`src/rtl/jpeg_pkg.sv`:
```
`default_nettype none
// ============================================================================
// Module      : jpeg_pkg
// Description : Shared types and constants for the JPEG block sequencer.
// Revision    : 1.0 - initial release
// ============================================================================
package jpeg_pkg;

  typedef enum logic [3:0] {
    ST_IDLE   = 4'd0,
    ST_LOAD   = 4'd1,
    ST_DCT    = 4'd2,
    ST_CAPT   = 4'd3,
    ST_QWAIT  = 4'd4,
    ST_QWRITE = 4'd5,
    ST_HSTART = 4'd6,
    ST_HWAIT  = 4'd7,
    ST_DONE   = 4'd8
  } state_t;

  localparam int BLOCK_PIX  = 64;
  localparam int BLOCK_ROWS = 8;

  localparam logic [1:0] COMP_Y  = 2'd0;
  localparam logic [1:0] COMP_CB = 2'd1;
  localparam logic [1:0] COMP_CR = 2'd2;

  // Component order within one 4:4:4 MCU.
  function automatic logic [1:0] next_comp(input logic [1:0] comp);
    case (comp)
      COMP_Y:  return COMP_CB;
      COMP_CB: return COMP_CR;
      default: return COMP_Y;
    endcase
  endfunction

endpackage
`default_nettype wire

```
`src/rtl/jpeg_block_sequencer_if.sv`:
```
`default_nettype none
// ============================================================================
// Module      : jpeg_block_sequencer_if
// Description : Control/handshake bundle between the sequencer and datapath.
// Revision    : 1.0 - initial release
// ============================================================================
interface jpeg_block_sequencer_if #(
  parameter int MCU_W = 16
);
  logic             start;
  logic             abort;
  logic [MCU_W-1:0] frame_mcus;
  logic             pix_valid;
  logic             pix_ready;
  logic             input_1pix_enable;
  logic             dct_enable;
  logic             dct_input_enable;
  logic [7:0]       matrix_row;
  logic             zigzag_input_enable;
  logic             is_luminance;
  logic             huff_start;
  logic             huff_done;
  logic             block_done;
  logic             frame_done;
  logic             busy;
  logic [MCU_W-1:0] mcu_count;

  modport master (
    input  start, abort, frame_mcus, pix_valid, huff_done,
    output pix_ready, input_1pix_enable, dct_enable, dct_input_enable,
           matrix_row, zigzag_input_enable, is_luminance, huff_start,
           block_done, frame_done, busy, mcu_count
  );

  modport slave (
    output start, abort, frame_mcus, pix_valid, huff_done,
    input  pix_ready, input_1pix_enable, dct_enable, dct_input_enable,
           matrix_row, zigzag_input_enable, is_luminance, huff_start,
           block_done, frame_done, busy, mcu_count
  );
endinterface
`default_nettype wire

```
`src/rtl/jpeg_wait_counter.sv`:
```
`default_nettype none
// ============================================================================
// Module      : jpeg_wait_counter
// Description : Loadable down-counter; o_done is high while the count is zero.
// Revision    : 1.0 - initial release
// ============================================================================
module jpeg_wait_counter #(
  parameter int WIDTH = 3
) (
  input  wire             clk,
  input  wire             rst,
  input  wire             i_clr,
  input  wire             i_load,
  input  wire [WIDTH-1:0] i_load_val,
  output logic            o_done
);

  logic [WIDTH-1:0] r_cnt;

  always_ff @(posedge clk) begin
    if (rst || i_clr) begin
      r_cnt <= '0;
    end else if (i_load) begin
      r_cnt <= i_load_val;
    end else if (r_cnt != '0) begin
      r_cnt <= r_cnt - WIDTH'(1);
    end
  end

  assign o_done = (r_cnt == '0);

endmodule
`default_nettype wire

```
`src/rtl/jpeg_block_sequencer.sv`:
```
`default_nettype none
// ============================================================================
// Module      : jpeg_block_sequencer
// Description : Steps each 8x8 block through load, DCT, quantize and Huffman.
// Revision    : 1.0 - initial release
// ============================================================================
module jpeg_block_sequencer
  import jpeg_pkg::*;
#(
  parameter int DCT_LAT   = 4,
  parameter int QUANT_LAT = 2,
  parameter int MCU_W     = 16
) (
  input wire                      clock,
  input wire                      reset,
  jpeg_block_sequencer_if.master  bus
);

  localparam int c_wait_max = (DCT_LAT > QUANT_LAT) ? DCT_LAT : QUANT_LAT;
  localparam int c_wait_w   = (c_wait_max > 1) ? $clog2(c_wait_max) : 1;
  localparam logic [c_wait_w-1:0] c_dct_load   = c_wait_w'(DCT_LAT - 1);
  localparam logic [c_wait_w-1:0] c_quant_load = c_wait_w'(QUANT_LAT - 1);
  localparam logic [5:0] c_last_pix = 6'(BLOCK_PIX - 1);
  localparam logic [2:0] c_last_row = 3'(BLOCK_ROWS - 1);

  state_t              r_state;
  state_t              w_state_next;
  logic [5:0]          r_pix_cnt;
  logic [2:0]          r_row;
  logic [1:0]          r_comp;
  logic                r_is_lum;
  logic [MCU_W-1:0]    r_frame_mcus;
  logic [MCU_W-1:0]    r_mcu_count;
  logic                r_zero_frame;
  logic                w_pix_ready;
  logic                w_accept;
  logic                w_start_ok;
  logic                w_last_block;
  logic [MCU_W-1:0]    w_mcu_inc;
  logic                w_wait_load;
  logic [c_wait_w-1:0] w_wait_val;
  logic                w_wait_done;

  assign w_pix_ready  = (r_state == ST_LOAD);
  assign w_accept     = bus.pix_valid & w_pix_ready;
  assign w_start_ok   = (r_state == ST_IDLE) && bus.start && (bus.frame_mcus != '0);
  assign w_mcu_inc    = r_mcu_count + MCU_W'(1);
  assign w_last_block = (r_comp == COMP_CR) && (w_mcu_inc == r_frame_mcus);

  jpeg_wait_counter #(
    .WIDTH (c_wait_w)
  ) u_wait (
    .clk        (clock),
    .rst        (reset),
    .i_clr      (bus.abort),
    .i_load     (w_wait_load),
    .i_load_val (w_wait_val),
    .o_done     (w_wait_done)
  );

  // The wait counter is loaded on the edge that enters DCT/QWAIT, so it
  // reads LAT-1 in the first cycle and done in the LAT-th cycle.
  always_comb begin
    w_state_next = r_state;
    w_wait_load  = 1'b0;
    w_wait_val   = c_dct_load;
    case (r_state)
      ST_IDLE:   if (w_start_ok) w_state_next = ST_LOAD;
      ST_LOAD: begin
        if (w_accept && (r_pix_cnt == c_last_pix)) begin
          w_state_next = ST_DCT;
          w_wait_load  = 1'b1;
          w_wait_val   = c_dct_load;
        end
      end
      ST_DCT:    if (w_wait_done) w_state_next = ST_CAPT;
      ST_CAPT: begin
        w_state_next = ST_QWAIT;
        w_wait_load  = 1'b1;
        w_wait_val   = c_quant_load;
      end
      ST_QWAIT:  if (w_wait_done) w_state_next = ST_QWRITE;
      ST_QWRITE: begin
        if (r_row == c_last_row) begin
          w_state_next = ST_HSTART;
        end else begin
          w_state_next = ST_QWAIT;
          w_wait_load  = 1'b1;
          w_wait_val   = c_quant_load;
        end
      end
      ST_HSTART: w_state_next = ST_HWAIT;
      ST_HWAIT:  if (bus.huff_done) w_state_next = ST_DONE;
      ST_DONE:   w_state_next = w_last_block ? ST_IDLE : ST_LOAD;
      default:   w_state_next = ST_IDLE;
    endcase
    if (bus.abort) w_state_next = ST_IDLE;
  end

  always_ff @(posedge clock) begin
    if (reset) begin
      r_state      <= ST_IDLE;
      r_pix_cnt    <= '0;
      r_row        <= '0;
      r_comp       <= COMP_Y;
      r_is_lum     <= 1'b1;
      r_frame_mcus <= '0;
      r_mcu_count  <= '0;
      r_zero_frame <= 1'b0;
    end else if (bus.abort) begin
      r_state      <= ST_IDLE;
      r_pix_cnt    <= '0;
      r_row        <= '0;
      r_comp       <= COMP_Y;
      r_is_lum     <= 1'b1;
      r_mcu_count  <= '0;
      r_zero_frame <= 1'b0;
    end else begin
      r_state      <= w_state_next;
      r_zero_frame <= (r_state == ST_IDLE) && bus.start && (bus.frame_mcus == '0);
      if (w_accept) r_pix_cnt <= r_pix_cnt + 6'd1;
      case (r_state)
        ST_IDLE: begin
          if (w_start_ok) begin
            r_frame_mcus <= bus.frame_mcus;
            r_comp       <= COMP_Y;
            r_is_lum     <= 1'b1;
            r_mcu_count  <= '0;
          end
        end
        ST_CAPT:   r_row <= '0;
        ST_QWRITE: if (r_row != c_last_row) r_row <= r_row + 3'd1;
        ST_DONE: begin
          r_comp   <= next_comp(r_comp);
          r_is_lum <= (next_comp(r_comp) == COMP_Y);
          if (r_comp == COMP_CR) r_mcu_count <= w_mcu_inc;
        end
        default: ;
      endcase
    end
  end

  assign bus.pix_ready           = w_pix_ready;
  assign bus.input_1pix_enable   = w_accept;
  assign bus.dct_enable          = (r_state == ST_DCT);
  assign bus.dct_input_enable    = (r_state == ST_CAPT);
  assign bus.matrix_row          = {5'd0, r_row};
  assign bus.zigzag_input_enable = (r_state == ST_QWRITE);
  assign bus.is_luminance        = r_is_lum;
  assign bus.huff_start          = (r_state == ST_HSTART);
  assign bus.block_done          = (r_state == ST_DONE);
  assign bus.frame_done          = ((r_state == ST_DONE) && w_last_block) | r_zero_frame;
  assign bus.busy                = (r_state != ST_IDLE);
  assign bus.mcu_count           = r_mcu_count;

endmodule
`default_nettype wire

```
`src/flat_wrapper.sv`:
```
// flat-port wrapper written by rule: the top's interface ports become plain ports
module jpeg_block_sequencer_flat import jpeg_pkg::*;
#(
  parameter int DCT_LAT   = 4,
  parameter int QUANT_LAT = 2,
  parameter int MCU_W     = 16
)
  (clock, reset, bus_start, bus_abort, bus_frame_mcus, bus_pix_valid, bus_huff_done, bus_pix_ready, bus_input_1pix_enable, bus_dct_enable, bus_dct_input_enable, bus_matrix_row, bus_zigzag_input_enable, bus_is_luminance, bus_huff_start, bus_block_done, bus_frame_done, bus_busy, bus_mcu_count);
  jpeg_block_sequencer_if #(.MCU_W(MCU_W)) bus_i ();
  input wire clock;
  input wire reset;
  input wire logic [$bits(bus_i.start)-1:0] bus_start;
  input wire logic [$bits(bus_i.abort)-1:0] bus_abort;
  input wire logic [$bits(bus_i.frame_mcus)-1:0] bus_frame_mcus;
  input wire logic [$bits(bus_i.pix_valid)-1:0] bus_pix_valid;
  input wire logic [$bits(bus_i.huff_done)-1:0] bus_huff_done;
  output wire logic [$bits(bus_i.pix_ready)-1:0] bus_pix_ready;
  output wire logic [$bits(bus_i.input_1pix_enable)-1:0] bus_input_1pix_enable;
  output wire logic [$bits(bus_i.dct_enable)-1:0] bus_dct_enable;
  output wire logic [$bits(bus_i.dct_input_enable)-1:0] bus_dct_input_enable;
  output wire logic [$bits(bus_i.matrix_row)-1:0] bus_matrix_row;
  output wire logic [$bits(bus_i.zigzag_input_enable)-1:0] bus_zigzag_input_enable;
  output wire logic [$bits(bus_i.is_luminance)-1:0] bus_is_luminance;
  output wire logic [$bits(bus_i.huff_start)-1:0] bus_huff_start;
  output wire logic [$bits(bus_i.block_done)-1:0] bus_block_done;
  output wire logic [$bits(bus_i.frame_done)-1:0] bus_frame_done;
  output wire logic [$bits(bus_i.busy)-1:0] bus_busy;
  output wire logic [$bits(bus_i.mcu_count)-1:0] bus_mcu_count;
  assign bus_i.start = bus_start;
  assign bus_i.abort = bus_abort;
  assign bus_i.frame_mcus = bus_frame_mcus;
  assign bus_i.pix_valid = bus_pix_valid;
  assign bus_i.huff_done = bus_huff_done;
  assign bus_pix_ready = bus_i.pix_ready;
  assign bus_input_1pix_enable = bus_i.input_1pix_enable;
  assign bus_dct_enable = bus_i.dct_enable;
  assign bus_dct_input_enable = bus_i.dct_input_enable;
  assign bus_matrix_row = bus_i.matrix_row;
  assign bus_zigzag_input_enable = bus_i.zigzag_input_enable;
  assign bus_is_luminance = bus_i.is_luminance;
  assign bus_huff_start = bus_i.huff_start;
  assign bus_block_done = bus_i.block_done;
  assign bus_frame_done = bus_i.frame_done;
  assign bus_busy = bus_i.busy;
  assign bus_mcu_count = bus_i.mcu_count;
  jpeg_block_sequencer #(.DCT_LAT(DCT_LAT), .QUANT_LAT(QUANT_LAT), .MCU_W(MCU_W)) u_core (.clock(clock), .reset(reset), .bus(bus_i));
endmodule
```
`config.mk`:
```
export PLATFORM = sky130hd
export DESIGN_NAME = jpeg_block_sequencer_flat
export DESIGN_NICKNAME = d
export VERILOG_FILES = /design/src/rtl/jpeg_pkg.sv /design/src/rtl/jpeg_block_sequencer_if.sv /design/src/rtl/jpeg_wait_counter.sv /design/src/rtl/jpeg_block_sequencer.sv /design/src/flat_wrapper.sv
export SDC_FILE = /design/constraint.sdc
export NUM_CORES = 1
export LEC_CHECK = 0
export ABC_AREA = 1
export CAP_MARGIN = 20
export CORE_MARGIN = 1.5
export CORE_UTILIZATION = 30
export CTS_BUF_LIST = sky130_fd_sc_hd__clkbuf_16
export CTS_CLUSTER_DIAMETER = 30
export CTS_CLUSTER_SIZE = 28
export DETAILED_ROUTE_END_ITERATION = 12
export DONT_BUFFER_PORTS = 1
export PLACE_DENSITY_LB_ADDON = 0.3
export SLEW_MARGIN = 0
export SYNTH_ARGS = -nofsm -noshare
export SYNTH_HDL_FRONTEND = slang
export SYNTH_HIERARCHICAL = 1
export SYNTH_SLANG_ARGS = --single-unit
```
`constraint.sdc`:
```
create_clock -name clock -period 4.6 [get_ports clock]
set_input_delay 0.92 -clock clock [delete_from_list [all_inputs] [get_ports clock]]
set_output_delay 0.92 -clock clock [all_outputs]
set_load 0.01 [all_outputs]
```
======== Word level (Yosys, flattened, before mapping) ========
Cells that the tools add are included.
operators by class
  add/sub/neg operators ................... 4
  bitwise logic cells ..................... 3
  muxes and demuxes ....................... 28
  reduce and logical (&&, ||, !) cells .... 24
  equal/unequal tests ..................... 21
operators by type and width
  operator                                              count
  one-hot mux 4 bit (9 select lines)                    1
  two-way mux 16 bit                                    2
  one-hot mux 16 bit (2 select lines)                   1
  two-way mux 4 bit                                     5
  adder 16 x 1 -> 16 bit (second input constant)        1
  equality test 16 bit                                  1
  equality test 4 x 3 -> 1 bit (second input constant)  4
  zero test 16 bit                                      1
  two-way mux 2 bit                                     8
  nonzero test 16 bit                                   1
  one-hot mux 2 bit (2 select lines)                    3
  equality test 4 x 2 -> 1 bit (second input constant)  2
  != test 2 x 1 -> 1 bit (second input constant)        4
  nonzero test 2 bit                                    4
  adder 6 x 1 -> 6 bit (second input constant)          1
  equality test 6 bit (second input constant)           1
  logical AND 1 bit                                     6
  zero test 2 bit                                       3
  != test 2 bit (second input constant)                 3
  one-hot mux 3 bit (2 select lines)                    1
  AND reduction 3 bit                                   2
  AND reduction 5 bit                                   1
  equality test 4 x 1 -> 1 bit (second input constant)  1
  equality test 4 bit (second input constant)           1
  other kinds (18)                                      22
word-level totals
  bits in registers ....................... 51
  logic and storage cells ................. 89
  output and inout port bits .............. 34
  bits of input ports ..................... 22

======== Depth between registers and ports, before layout ========
Gate-level depths: netlist of the first run.
  depth after elaboration ................. 7
  gate-level depth with buffers ........... 16
  gate-level depth less buffers ........... 16

======== Modules after synthesis ========
The synthesis of the first run kept the hierarchy.
modules (own cells, without submodules)
  module                cells an instance  area an instance (um^2)  instances  seq. area each (um^2)
  jpeg_block_sequencer  437                2922.8                   1          980.9
  jpeg_wait_counter     21                 127.6                    1          40.0

======== Worst setup path before layout of the first run ========
Ideal clock, no wire load.
  path type ............................... reg2out
  from .................................... register u_core.r_mcu_count[1], in the netlist u_core/bus.mcu_count[1]
  to ...................................... output bus_frame_done
  data arrival time ....................... 1.676 ns
  required time ........................... 3.680 ns
  stages on the path, launching flop included .. 14
  path buffers ............................ 0
  slack ................................... 2.004 ns
  path through ............................ dfxtp_1 -> ha_1 -> nand2_2 -> nor2_4 -> nand3_1 -> nand2_1 -> nand2_1 -> nand2_1 -> nand2_1 -> nor2_1 -> nand2_1 -> nor2_1 -> nand2_1 -> o21bai_1
between the ends
  word-level cells in the longest chain between the ends .. 5
RTL lines
  item                      RTL line                     source
  start: declaration        jpeg_block_sequencer.sv:33   logic [MCU_W-1:0] r_mcu_count;
  start signal: assignment  jpeg_block_sequencer.sv:136  if (r_comp == COMP_CR) r_mcu_count <= w_mcu_inc;
  adder 16 x 1 -> 16 bit    jpeg_block_sequencer.sv:47   assign w_mcu_inc = r_mcu_count + MCU_W'(1);
  equality test 16 bit      jpeg_block_sequencer.sv:48   assign w_last_block = (r_comp == COMP_CR) && (w_mcu_inc == r_frame_mcus);
  logical AND 1 bit         jpeg_block_sequencer.sv:48
  logical AND 1 bit         jpeg_block_sequencer.sv:152  assign bus.frame_done = ((r_state == ST_DONE) && w_last_block) | r_zero_frame;
  bitwise OR 1 bit          jpeg_block_sequencer.sv:152
  end: declaration          flat_wrapper.sv:26           output wire logic [$bits(bus_i.frame_done)-1:0] bus_frame_done;
No other way between the ends.

======== Worst setup path after layout of the first run ========
  from .................................... register u_core.r_mcu_count[0], in the netlist u_core/bus.mcu_count[0]
  to ...................................... output bus_frame_done
Same word-level chain as after synthesis.

==> results of run 1 <==
## stage by stage
stage | util | power [mW] | setup slack, ns | std cells | hold slack (ns)
finish | 0.333 | 0.901 | 1.21 | 588 | 0.482
global route | 0.333 | 0.943 | 0.965 | 588 | 0.507
global placement | 0.318 | 0.548 | 1.52 | 579 | 0.455
CTS | 0.332 | 0.908 | 1.21 | 587 | 0.480
detailed placement | 0.318 | 0.548 | 1.54 | 579 | 0.467
floorplan | - | 0.540 | 2.00 | 462 | 0.446
## layout make-up
| class | count | area, sq um | share of cell area |
|---|---|---|---|
| Multi-Input combinational cell | 329 | 1690 | 0.515 |
| Sequential cell | 51 | 1020 | 0.312 |
| Clock buffer | 5 | 125 | 0.0382 |
| Tap cell | 133 | 166 | 0.0508 |
| Inverter | 66 | 248 | 0.0757 |
| Clock inverter | 3 | 11.3 | 0.00344 |
| Timing Repair Buffer | 1 | 15.0 | 0.00459 |
## synth_stat cells, types with 6 or more instances
library cell,instances
a211oi_1,11
a21oi_1,27
buf_4,6
dfxtp_1,51
inv_1,61
nand2_1,116
nand3_1,43
nand4_1,10
nor2_1,48
nor3_1,6
o21ai_0,11
## routing by layer
layer	vias to the layer above	global-route usage	routed length [um]
li1	1472	-	-
met1	1288	0.198	3700
met2	87	0.238	3640
met3	9	0.0441	597
met4	0	0.0456	99
met5	-	0	0
## layout by cell type (no fill, tap or decap), types with 10 or more instances in the layout
master,instances
nand3_1,43
a21oi_1,27
nor2_1,48
o21ai_0,11
inv_1,62
a211oi_1,11
nand4_1,10
dfxtp_1,51
nand2_1,116
## power by group
group,switching (mW),leakage [nW],internal (mW),total (mW)
combinational,0.0532,0.739,0.0264,0.0795
sequential,0.00688,0.414,0.453,0.460
clock,0.165,0.0701,0.196,0.362
total,0.225,1.22,0.676,0.901
## critical path, cell delays in order, from the launching register on
cell and delay (ns):
dfxtp_1 0.47, ha_1 0.25, nand2_2 0.10, nor2_4 0.18, nand3_1 0.15, nand3_1 0.13
nand2_1 0.06, nor3_1 0.19, nand2_1 0.12, nor2_1 0.13, nand2_1 0.09, o21bai_1 0.30
## state kept, by name (all words and copies together), names as in the netlist
register / flops
u_core/bus.is_luminance: 1
u_core/bus.mcu_count: 16
u_core/r_comp: 2
u_core/r_frame_mcus: 16
u_core/r_pix_cnt: 6
u_core/r_row: 3
u_core/r_state: 4
u_core/r_zero_frame: 1
u_core/u_wait/r_cnt: 2
## cells by family after synthesis
logic type	Yosys count	synth area share
flops	51	0.335
other cells	2	0.00246
buf+inv	82	0.117
simple gates	253	0.388
compound gates	63	0.132
xor+xnor	2	0.00574
fa+ha+maj	5	0.0205
## path summary, 6_finish.rpt
path,end,slack (ns),cells after the start
max,bus_frame_done,1.21,11
max reg2reg,u_core/r_state[0],2.34,14
min reg2reg,u_core/r_frame_mcus[12],0.48,2
min,u_core/r_frame_mcus[12],0.48,2
==> impl_metrics.env, run 1 <==
export IMPL_outcome="finished clean"
export IMPL_start_util=0.311
export IMPL_gr_usage_all_layers=0.151
export IMPL_htree_num_levels=2
export IMPL_dr_first_iter_drc_count=138
export IMPL_place_hpwl_um=5900
export IMPL_static_leakage_power_nw=1.22
export IMPL_final_tns_setup_ns=0
export IMPL_cts_inserted_buffers=5
export IMPL_final_setup_viol_count=0
export IMPL_max_slew_margin=0.338
export IMPL_hold_start="u_core/r_frame_mcus[12]"
export IMPL_die_x_um=104
export IMPL_routed_via_count=2856
export IMPL_synth_enable_flop_cells=0
export IMPL_yosys_warnings=6
export IMPL_timing_hold_worst_class="reg -> reg"
export IMPL_synthArstFlopShare=0
export IMPL_synthDistinctLibCells=40
export IMPL_final_area_sq_um=3270
export IMPL_drt_pre_antenna_iters=5
export IMPL_tritoncts="yes"
export IMPL_die_height_um=104
export IMPL_area_growth_synth_to_final_pct=7.34
export IMPL_synth_area_sq_um=3050
export IMPL_post_drt_wl_per_cell_um=13.7
export IMPL_startpoint_type="register"
export IMPL_worst_slew_pin_transition_ns=0.992
export IMPL_layout_worst_path_cycle_share=0.736
export IMPL_fill_cells=1099
export IMPL_yosys_register_bits=51
export IMPL_ys_flop_type="dfxtp_1"
export IMPL_count_of_unresolved_drc_violations_after_routing=0
export IMPL_max_freq_ghz=0.295
export IMPL_drive_gt1_frac=0.0901
export IMPL_clock_skew_ns=0.00610
export IMPL_area_after_dpl_sq_um=3120
export IMPL_r2r_start="u_core/bus.mcu_count[0]"
export IMPL_post_cts_setup_buffers=0
export IMPL_clkLatencyLatePin_ns=0.29
export IMPL_synth_area_leader_cell="dfxtp_1"
export IMPL_vias_per_cell=4.86
export IMPL_clock_sinks=51
export IMPL_maxSlewViolCount=0
export IMPL_grt_first_pass_wirelength_um=12900
export IMPL_ys_seq_area_frac=0.335
export IMPL_global_route_overflow_total=0
export IMPL_cts_repair_resized=0
export IMPL_p_per_area_nw_per_um2=275
export IMPL_setup_worst_path_class="reg -> out"
export IMPL_post_synth_cell_area_avg_sq_um=6.66
export IMPL_antenna_violating_nets_post_route=0
export IMPL_maximum_buffer_depth_of_the_clock_tree=2
export IMPL_finalNetCount=481
export IMPL_final_hold_viol_count=0
export IMPL_antenna_found_initial=0
export IMPL_synth_top_area_frac=0.335
export IMPL_yosys_top_cells_area="dfxtp_1 (33%), nand2_1 (14%), inv_1 (7.5%)"
export IMPL_syn_instance_count=458
export IMPL_clock_root_buffer="clkbuf_16"
export IMPL_vdd_ir_drop_max_uv=113
export IMPL_crit_path_start="u_core/bus.mcu_count[0]"
export IMPL_globalplace_congestion=0.815
export IMPL_routed_wirelength_um=8040
export IMPL_timing_final_crit_period_ns=3.39
export IMPL_port_buffers=0
export IMPL_core_rowCount=36
export IMPL_critPathMaxFanout=6
export IMPL_vias_in_the_first_global_route=2508
export IMPL_diodes=0
export IMPL_setup_repair_after_global_routing_missed_its_margin="false"
export IMPL_number_of_max_capacitance_violations_reported=0
export IMPL_worstSetupEndpointType="output port"
export IMPL_design_die_area_sq_um=10800
export IMPL_worst_endpoint_required_ns=3.68
export IMPL_floorplan_io_pins=56
export IMPL_core_region_area_sq_um=9820
export IMPL_path_clk_slew_ns=0.07
export IMPL_worst_ep_arrival_time_ns=2.47
export IMPL_grt_max_degree=33
export IMPL_postCtsHoldBufs=0
No activity file was read; power rests on OpenSTA's default activity.
==> run 2, diff against run 1 <==
Clock period 4.6 ns to 2.9 ns, I/O delays scaled along.
==> run 2 against run 1 <==
Compared with the run above: worst setup slack got worse by 1.1 ns; die area unchanged; clock power is 87% higher; critical path type unchanged; critical endpoint unchanged; largest cell class unchanged.
==> impl_metrics.env, run 2 (same netlist as run 1, synthesis figures left out) <==
export IMPL_count_of_unresolved_drc_violations_after_routing=0
export IMPL_outcome="finished clean"
export IMPL_clock_root_buffer="clkbuf_16"
export IMPL_worst_hold_slack_ns=0.351
export IMPL_start_util=0.311
export IMPL_maxSlewViolCount=0
export IMPL_ff_latch_area_sq_um=1030
export IMPL_worst_endpoint_required_ns=2.32
export IMPL_routed_via_count=2870
export IMPL_cts_inserted_buffers=5
export IMPL_finalNetCount=489
export IMPL_maximum_buffer_depth_of_the_clock_tree=2
export IMPL_most_frequent_standard_cell_in_the_layout_excluding_fill_and_tap_cells="nand2_1"
export IMPL_number_of_max_capacitance_violations_reported=0
export IMPL_globalplace_congestion=0.875
export IMPL_vias_per_cell=4.82
export IMPL_cpMostUsedCell="nand2_1"
export IMPL_tritoncts="yes"
export IMPL_cp_slowest_cell="dfxtp_2"
export IMPL_floorplan_io_pins=56
export IMPL_htree_num_levels=2
export IMPL_antenna_violating_nets_post_route=0
export IMPL_core_rowCount=36
export IMPL_final_hold_viol_count=0
export IMPL_post_drt_wl_per_cell_um=13.5
export IMPL_worst_slew_pin_transition_ns=0.959
export IMPL_final_setup_viol_count=0
export IMPL_startpoint_type="register"
export IMPL_worstSetupEndpointType="output port"
export IMPL_setup_repair_after_global_routing_missed_its_margin="false"
export IMPL_vias_in_the_first_global_route=2631
export IMPL_drt_pre_antenna_iters=4
export IMPL_die_height_um=104
export IMPL_finalNonFillerCells=596
export IMPL_drive_gt1_frac=0.143
export IMPL_power_total_mw=1.54
export IMPL_port_buffers=0
export IMPL_utilization=0.347
export IMPL_dr_first_iter_drc_count=132
export IMPL_setup_worst_path_class="reg -> out"
export IMPL_place_hpwl_um=5930
export IMPL_global_route_overflow_total=0
export IMPL_critical_path_buf_inv_count=0
export IMPL_max_slew_margin=0.360
export IMPL_final_cell_mix="nand2_1 (116), inv_1 (61), nor2_1 (44), dfxtp_1 (44), nand3_1 (42)"
export IMPL_routed_wirelength_um=8030
export IMPL_antenna_found_initial=0
export IMPL_worst_path_dominant_cell_family="simple AND/OR/NAND/NOR gates"
export IMPL_static_leakage_power_nw=1.29
export IMPL_timing_final_crit_period_ns=2.77
export IMPL_area_growth_synth_to_final_pct=11.6
export IMPL_design_die_area_sq_um=10800
export IMPL_critPathMaxFanout=6
export IMPL_core_region_area_sq_um=9820
export IMPL_die_x_um=104
export IMPL_fill_cells=1088
export IMPL_worst_ep_arrival_time_ns=2.19
export IMPL_p_per_area_nw_per_um2=451
export IMPL_multi_input_comb_area_sq_um=1710
export IMPL_dp_cells=588
export IMPL_clock_sinks=51
export IMPL_vdd_ir_drop_max_uv=318
export IMPL_layout_worst_path_cycle_share=0.956
export IMPL_timing_hold_worst_class="in -> reg"
export IMPL_grt_first_pass_wirelength_um=12700
export IMPL_clkLatencyLatePin_ns=0.29
export IMPL_worstPathCellList="ha_2, nand2_2, nor2_4, nand3_2, nand3_1, nand2_1, nor3_2, nand2_1, nor2_2, nand2_1, o21bai_2"
export IMPL_max_freq_ghz=0.361
export IMPL_gr_usage_all_layers=0.146
export IMPL_clock_skew_ns=0.00593
export IMPL_path_clk_slew_ns=0.07
export IMPL_timing_critical_path_slowest_cell_delay_ns=0.37
export IMPL_grt_max_degree=33
export IMPL_diodes=0
export IMPL_final_tns_setup_ns=0
run 2: timing repair:
item                                    CTS  global route
setup buffers                             0             0
gates resized for setup                   1            14
endpoints found under the setup margin    1             1
hold buffers                              0             0
pin swaps                                 0             3
run 2: layout make-up:
class | count | area share
multi-input combinational | 329 | 0.503
clock inverter | 3 | 0.0125
clock buffer | 5 | 0.0367
timing repair buffer | 9 | 0.0235
sequential | 51 | 0.302
inverter | 66 | 0.0727
tap | 133 | 0.0489
run 2: routing by layer:
metal	global-route usage	part of all wire	up-vias
met5	0	0	-
met4	0.0516	0.0085	0
met3	0.0447	0.075	4
met2	0.249	0.47	71
met1	0.174	0.44	1309
li1	-	-	1486
run 2: per-stage QoR:
| step | area [sq um] | worst slack, ns |
|---|---|---|
| after floorplan | 3070 | 0.644 |
| after global placement | 3200 | 0.259 |
| after detailed placement | 3200 | 0.256 |
| after CTS | 3370 | 0.00769 |
| after global routing | 3410 | 0.00194 |
| final | 3410 | 0.128 |
run 2: power breakdown:
group          switching (mW)  total (mW)  internal (mW)
Clock                   0.269       0.677          0.408
Sequential             0.0119       0.730          0.718
Combinational          0.0851       0.129         0.0443
Total                   0.366        1.54           1.17
run 2: path summary, 6_finish.rpt:
check / cells past startpoint / slack, ns / to / startpoint
hold / removal: 1 / 0.35 / u_core/r_frame_mcus[0] / reset
setup reg to reg: 14 / 0.82 / u_core/u_wait/r_cnt[1] / u_core/r_state[2]
setup / recovery: 11 / 0.13 / bus_frame_done / u_core/bus.mcu_count[0]
hold reg to reg: 2 / 0.47 / u_core/r_frame_mcus[1] / u_core/r_frame_mcus[1]
